$ cat src/rtl/wl_mont_reduce_seq.sv
// Iterative word-level Montgomery reduction for moduli q = q_hat*2^W + 1.
// Each RED cycle retires the low W-bit word of T:
//   T <- (T >> W) + q_hat*m + c,  m = -T[W-1:0] mod 2^W,  c = (T[W-1:0] != 0)
// After ITER = LOGQ/W iterations, R = T * 2^(-LOGQ) mod q, with T < 2q.
//
// Optional feature macro: WL_MONT_FINAL_SUB_EN
//   defined   : one SUB cycle reduces T into [0, q); latency ITER+2
//   undefined : out_r = T truncated to LOGQ bits (in [0, 2q)); latency ITER+1
//
// Ports:
//   clk        rising-edge clock
//   rst_n      asynchronous active-low reset
//   in_valid   operand valid
//   in_ready   operand accepted when high (IDLE only)
//   in_t       2*LOGQ-bit product to reduce (in_t < q*2^LOGQ)
//   in_q       LOGQ-bit modulus, low W bits must be 1
//   out_valid  result valid, held until out_ready
//   out_ready  downstream accepts result
//   out_r      LOGQ-bit reduced result
//   busy       high in any state other than IDLE
module wl_mont_reduce_seq #(
  parameter int unsigned LOGQ = 64,
  parameter int unsigned W    = 16
) (
  input  logic              clk,
  input  logic              rst_n,
  input  logic              in_valid,
  output logic              in_ready,
  input  logic [2*LOGQ-1:0] in_t,
  input  logic [LOGQ-1:0]   in_q,
  output logic              out_valid,
  input  logic              out_ready,
  output logic [LOGQ-1:0]   out_r,
  output logic              busy
);

  localparam int unsigned ITER = LOGQ / W;
  localparam int unsigned TW   = 2 * LOGQ + 1;
  localparam int unsigned QHW  = LOGQ - W;
  localparam int unsigned CW   = (ITER > 1) ? $clog2(ITER) : 1;
  localparam logic [CW-1:0] CntLast = CW'(ITER - 1);

  typedef enum logic [1:0] {StIdle, StRed, StSub, StDone} state_e;

  state_e          state_q, state_d;
  logic [TW-1:0]   t_q;
  logic [QHW-1:0]  qh_q;
  logic [CW-1:0]   cnt_q;
  logic            out_valid_q;
  logic [LOGQ-1:0] out_r_q;
  logic            accept;

  // One reduction step. The product is formed at full LOGQ width so nothing
  // is lost before it joins the shifted accumulator.
  logic [W-1:0]    tl, m;
  logic            c;
  logic [LOGQ-1:0] prod;
  logic [TW-1:0]   t_red;

  always_comb begin
    tl    = t_q[W-1:0];
    m     = '0 - tl;
    c     = |tl;
    prod  = {{W{1'b0}}, qh_q} * {{QHW{1'b0}}, m};
    t_red = (t_q >> W) + {{(TW-LOGQ){1'b0}}, prod} + {{(TW-1){1'b0}}, c};
  end

`ifdef WL_MONT_FINAL_SUB_EN
  logic [LOGQ-1:0] q_q;
  logic [TW-1:0]   q_ext, t_sub;

  always_comb begin
    q_ext = {{(TW-LOGQ){1'b0}}, q_q};
    t_sub = (t_q >= q_ext) ? (t_q - q_ext) : t_q;
  end
`else
  // Only q_hat is needed when no final subtraction is performed.
  logic unused_q_lsb;
  assign unused_q_lsb = ^in_q[W-1:0];
`endif

  // State register
  always_ff @(posedge clk or negedge rst_n) begin
    if (!rst_n) begin
      state_q <= StIdle;
    end else begin
      state_q <= state_d;
    end
  end

  // Next-state logic
  always_comb begin
    state_d = state_q;
    unique case (state_q)
      StIdle: if (accept) state_d = StRed;
      StRed: begin
        if (cnt_q == CntLast) begin
`ifdef WL_MONT_FINAL_SUB_EN
          state_d = StSub;
`else
          state_d = StDone;
`endif
        end
      end
      StSub:  state_d = StDone;
      StDone: if (out_valid_q && out_ready) state_d = StIdle;
      default: state_d = StIdle;
    endcase
  end

  // Outputs
  always_comb begin
    in_ready  = (state_q == StIdle);
    busy      = (state_q != StIdle);
    accept    = in_valid && (state_q == StIdle);
    out_valid = out_valid_q;
    out_r     = out_r_q;
  end

  // Datapath registers
  always_ff @(posedge clk or negedge rst_n) begin
    if (!rst_n) begin
      t_q         <= '0;
      qh_q        <= '0;
      cnt_q       <= '0;
      out_valid_q <= 1'b0;
      out_r_q     <= '0;
`ifdef WL_MONT_FINAL_SUB_EN
      q_q         <= '0;
`endif
    end else begin
      unique case (state_q)
        StIdle: begin
          if (accept) begin
            t_q   <= {1'b0, in_t};
            qh_q  <= in_q[LOGQ-1:W];
            cnt_q <= '0;
`ifdef WL_MONT_FINAL_SUB_EN
            q_q   <= in_q;
`endif
          end
        end
        StRed: begin
          t_q   <= t_red;
          cnt_q <= cnt_q + CW'(1);
        end
        StSub: begin
`ifdef WL_MONT_FINAL_SUB_EN
          t_q <= t_sub;
`endif
        end
        StDone: begin
          // First DONE cycle registers the result; it then holds until taken.
          if (!out_valid_q) begin
            out_valid_q <= 1'b1;
            out_r_q     <= t_q[LOGQ-1:0];
          end else if (out_ready) begin
            out_valid_q <= 1'b0;
          end
        end
        default: ;
      endcase
    end
  end

endmodule

$ cat config.mk
export PLATFORM = sky130hd
export DESIGN_NAME = wl_mont_reduce_seq
export DESIGN_NICKNAME = d
export VERILOG_FILES = /design/src/rtl/wl_mont_reduce_seq.sv
export SDC_FILE = /design/constraint.sdc
export NUM_CORES = 2
export LEC_CHECK = 0
export BUFFER_PORTS_ARGS = -buffer_cell sky130_fd_sc_hd__buf_4
export CAP_MARGIN = 25
export CORE_UTILIZATION = 60
export DETAILED_ROUTE_END_ITERATION = 8
export GPL_TIMING_DRIVEN = 0
export PLACE_DENSITY_LB_ADDON = 0.15
export SLEW_MARGIN = 40
export SYNTH_ARGS = -nofsm -noshare
export SYNTH_HDL_FRONTEND = slang
export SYNTH_SLANG_ARGS = --single-unit
$ cat constraint.sdc
create_clock -name clk -period 9.4 [get_ports clk]
set_input_delay 0.94 -clock clk [delete_from_list [all_inputs] [get_ports clk]]
set_output_delay 0.94 -clock clk [all_outputs]
set_load 0.02 [all_outputs]
# Yosys cells after proc, flatten, opt, wreduce, memory -nomap -nowiden
# Index checks and enable logic that the tools add are counted.
classes:
  addsub: 4
  multipliers: 1
  eq_ne: 7
  muxes: 10
  n_bitwise: 1
  n_reduce_logical: 10
ops:
  columns: ["operator", "n"]
  rows:
  - ["one-hot mux 129 bit (2 select lines)", 1]
  - ["2-to-1 mux 129 bit", 1]
  - ["adder 114 x 1 -> 115 bit", 1]
  - ["adder 113 x 64 -> 114 bit", 1]
  - ["multiplier 48 x 16 -> 64 bit", 1]
  - ["OR reduction 16 bit", 1]
  - ["subtractor 1 x 16 -> 16 bit, first input constant", 1]
  - ["2-to-1 mux 2 bit", 4]
  - ["one-hot mux 2 bit (4 select lines)", 1]
  - ["== test 2 bit, second input constant", 3]
  - ["AND reduction 2 bit", 3]
  - ["inequality test 2 bit, second input constant", 2]
  - ["one-hot mux 2 bit (2 select lines)", 1]
  - ["nonzero test 2 bit", 2]
  - ["AND reduction 3 bit", 1]
  - ["adder 2 x 1 -> 2 bit, second input constant", 1]
  - ["== test 2 x 1 -> 1 bit, second input constant", 1]
  - ["logical AND 1 bit", 2]
  - ["zero test 2 bit", 1]
  - ["2-to-1 mux 1 bit", 2]
  - ["inequality test 2 x 1 -> 1 bit, second input constant", 1]
  - ["inverter 1 bit", 1]
totals:
  ff_bits: 246
  in_bits: 196
  wordCells: 39

# Longest topological paths before layout
depth:
  ltp_word: 5
  depth_mapped: 34
  mapped_depth_nobuf: 30

# Worst setup path before layout
# OpenSTA, ideal clock, no wires.
synth_path:
  path_kind: "register to register"
  from: "register t_q[4]"
  to: "register t_q[96]"
  setup_ps: 135
  arrival_ps: 7388
  setup_slack_ps: 1877
  stages_incl_launch_ff: 32
  path_buffers: 4
  synth_period_minus_slack_ps: 7523
  cell_sequence: "dfrtp_1 > nor4_1 > nand2b_1 > nor2_1 > nand2_1 > nor3_1 > xnor2_1 > clkbuf_1 > clkbuf_1 > nand2_1 > fa_1 > inv_1 > fa_1 > fa_1 > fa_1 > fa_1 > inv_1 > fa_1 > inv_1 > ha_1 > buf_2 > nand4_1 > or3_4 > nor2_2 > nand2_1 > a211oi_2 > o2111a_2 > o21ai_2 > buf_6 > a2111oi_2 > xnor2_1 > o22ai_1"
synth_between:
  elab_chain_len: 5
  elab_cells_between_ends: 6
synth_rtl:
  columns: ["item", "line_no", "source"]
  rows:
  - ["start, declared", "46", "logic [TW-1:0] t_q;"]
  - ["start signal, assigned", "135", "t_q <= {1'b0, in_t};"]
  - ["start signal, assigned", "144", "t_q <= t_red;"]
  - ["subtractor 1 x 16 -> 16 bit", "62", "m = '0 - tl;"]
  - ["multiplier 48 x 16 -> 64 bit", "64", "prod = {{W{1'b0}}, qh_q} * {{QHW{1'b0}}, m};"]
  - ["adder 113 x 64 -> 114 bit", "65", "t_red = (t_q >> W) + {{(TW-LOGQ){1'b0}}, prod} + {{(TW-1){1'b0}}, c};"]
  - ["adder 114 x 1 -> 115 bit (*)", "65", null]
  - ["one-hot mux 129 bit (2 select lines) (*)", "132", "unique case (state_q)"]
# Mark *: on every way between the ends. The rest lies on a longest branch, timed or not.
# A chain may end at the register's enable or synchronous reset.

# Worst setup path after layout
layout_path:
  from: "register t_q[0]"
  to: "register t_q[88]"
# Same word-level chain as after synthesis.

==> flow_metrics.py <==
metrics = {
    "layout": {
        "synthToLayoutAreaGrowth_pct": 11.38,
        "utilization_pct": 67.47,
        "stdcell_count": 5556,
        "drive_above_1_share_pct": 10.66,
        "fin_nets": 5734,
        "design_area_um2": 42490,
    },
    "grt": {
        "grt_pass1_vias": 31910,
        "grt_max_degree": 73,
        "grtUsageTotal_pct": 42.23,
        "grt-ovfl-total": 0,
        "antenna_found_initial": 10,
        "grt_first_pass_wirelength_um": 197700,
    },
    "die": {
        "die_h_um": 254.1,
        "rows": 92,
        "io_pins": 263,
        "core_um2": 62970,
        "dieWidth_um": 254.1,
        "initial_core_util_pct": 60.58,
        "die_area_um2": 64580,
    },
    "routing": {
        "wl_per_cell_um": 23.74,
        "drt.antenna.violating_nets": 0,
        "avgViaCountPerCell": 5.736,
        "routed-via-count": 31870,
        "first_pass_iters": 6,
        "first_iter_violations": 2974,
        "drcViolationCount": 0,
        "wirelength_um": 131900,
    },
    "synthesis": {
        "seq_area_frac_synth_pct": 16.07,
        "syn_area_um2": 38140,
        "synth_edf_count": 0,
        "ys_types": 74,
        "synthTopCellsByCount": "inv_1 (1014), nand2_1 (783), fa_1 (706)",
        "yosysMostFrequentCell": "inv_1",
        "ys_seq_elements": 245,
        "synth.avg_cell_area_um2": 8.673,
        "synthTopCellsByArea": "fa_1 (37%), dfrtp_1 (16%), inv_1 (10%)",
        "synth_top_area_share_pct": 37.05,
        "synthCells": 4398,
        "ys_warn_count": 0,
        "synth_largest_area_cell": "fa_1",
        "syn-num-nets": 5450,
        "synth-main-ff-cell": "dfrtp_1",
        "async_reset_ff_share_pct": 100.0,
    },
    "clocking": {
        "clk_path_buf_depth": 3,
        "cts.clk_slew.worst_paths_ps": 60,
        "tritoncts": "done",
        "htree_levels": 2,
        "cts_buffers": 34,
        "cts_root_buffer": "clkbuf_16",
        "cts.sinks": 245,
        "clock_latency_ps": 600,
    },
    "setup_path": {
        "slowest_stage": "dfrtp_2",
        "r2r_cells": 29,
        "arrival_ps": 9610,
        "r2r-start": "t_q[0]",
        "rr_endpoint": "t_q[88]",
        "path_class": "flop to flop",
        "cp.required_ps": 9850,
        "worstPathMaxFanout": 10,
        "end_kind": "flop",
        "worst-r2r-setup-slack_ps": 240,
        "startpoint_type": "flop",
        "critPathMaxStageDelay_ps": 580,
    },
    "run": {
        "maxCapViolations": 0,
    },
    "placed_design": {
        "io_buffers": 246,
        "placed_area_um2": 41180,
        "placedCellCount": 5493,
        "place_congestion": 1.001,
        "place_hpwl_um": 109300,
    },
    "timing": {
        "slew_violations": 0,
        "hold_violations": 0,
        "fmax_mhz": 109.2,
        "maxSlewHeadroom_pct": 39.81,
        "fin_crit_sh_pct": 97.41,
        "finalSetupViolCount": 0,
        "worst_pin_slew_ps": 902.8,
        "period_minus_slack_ps": 9156,
        "fin_skew_ps": 26.14,
    },
    "status": {
        "status": "finished, final reports clean",
    },
    "hold_path": {
        "hold_class": "input pin to async pin",
    },
}
## critical path, delay by kind of cell, from the launching register on
kind                       cells  cell delay [ps]
and+or+nand+nor                5             1120
adders and majority gates      8             3800
AOI/OAI and AO/OA              5             1340
xor gates and xnor gates       2              660
DFF                            1              580
buffers and inverters          9             1500
## placed cells by master (no fill, tap or decap), drive strengths merged, types with 7 or more instances in the layout
cell type     n
xnor2        63
and4          7
a21oi       175
nand3        38
and2        182
clkbuf      230
dfrtp       245
o22ai        23
a21o         49
fa          706
a31oi        15
nor2        115
mux2i        40
ha          150
nand2       784
o21a         10
o21ai       159
a22o         15
mux2         66
nor4          7
a211oi       14
a2111oi      10
xor2         41
and3         52
nor3         34
or3          11
nand2b        8
nand4        30
a22oi        11
inv        1019
o21bai       12
o211ai        9
nor2b         8
buf         305
## per-layer routing
layer  wire length (um)  GRT usage [%]  vias up
met3              15210          11.15      301
li1                   -              -    13820
met5                 39              0        -
met1              51500          57.12    16070
met2              58300          64.01     1678
met4               6884          19.19        6
## cells by family after synthesis
family          share of synthesized area (%)
simple gates                            15.21
buf+inv                                 12.51
fa+ha+maj                               41.97
compound gates                          8.853
flops                                   16.07
mux                                     2.998
xor+xnor                                2.388
## metrics by stage
step                      worst slack, ps  hold WS [ps]  TNS [ps]
after floorplan                      1877         442.8         0
after global placement              -1012         461.0    -53260
after detailed placement           -515.6         466.2    -17420
after CTS                           8.627         271.7         0
after global routing               -1.211         304.5    -1.211
final                               243.6         254.5         0
## registers in the layout, summed over array words and instances, names as in the netlist
register   count
out_r         64
t_q          128
cnt_q          2
out_valid      1
qh_q          48
state_q        2
## final cells by class
cell class	instances	area, um^2
Fill cell	5298	20480
Sequential cell	245	6132
Antenna cell	2	5.005
Clock inverter	19	219.0
Clock buffer	43	934.6
Timing Repair Buffer	249	1937
Tap cell	846	1059
Multi-Input combinational cell	2895	27300
Inverter	1014	3806
Buffer	243	1095
## timing repair
action | 4_1_cts | 5_1_grt
setup buffers | 0 | 0
endpoints found under the setup margin | 54 | 61
gates resized for setup | 7 | 79
hold buffers | 0 | 0
## worst max path at each step
stage | startpoint | to | slack (ps) | depth (start not counted)
6_report | t_q[0] | t_q[88] | 240 | 29
3_3_place_gp | t_q[4] | t_q[75] | -1010 | 30
2_1_floorplan | t_q[4] | t_q[96] | 1880 | 31
4_1_cts | t_q[4] | t_q[75] | 9 | 30
5_1_grt | t_q[0] | t_q[75] | -1 | 31
3_5_place_dp | t_q[0] | t_q[75] | -520 | 30
Power is left out: the tool's default activity adds up to more than one toggle a clock period on the data nets, which glitch-free logic cannot reach.
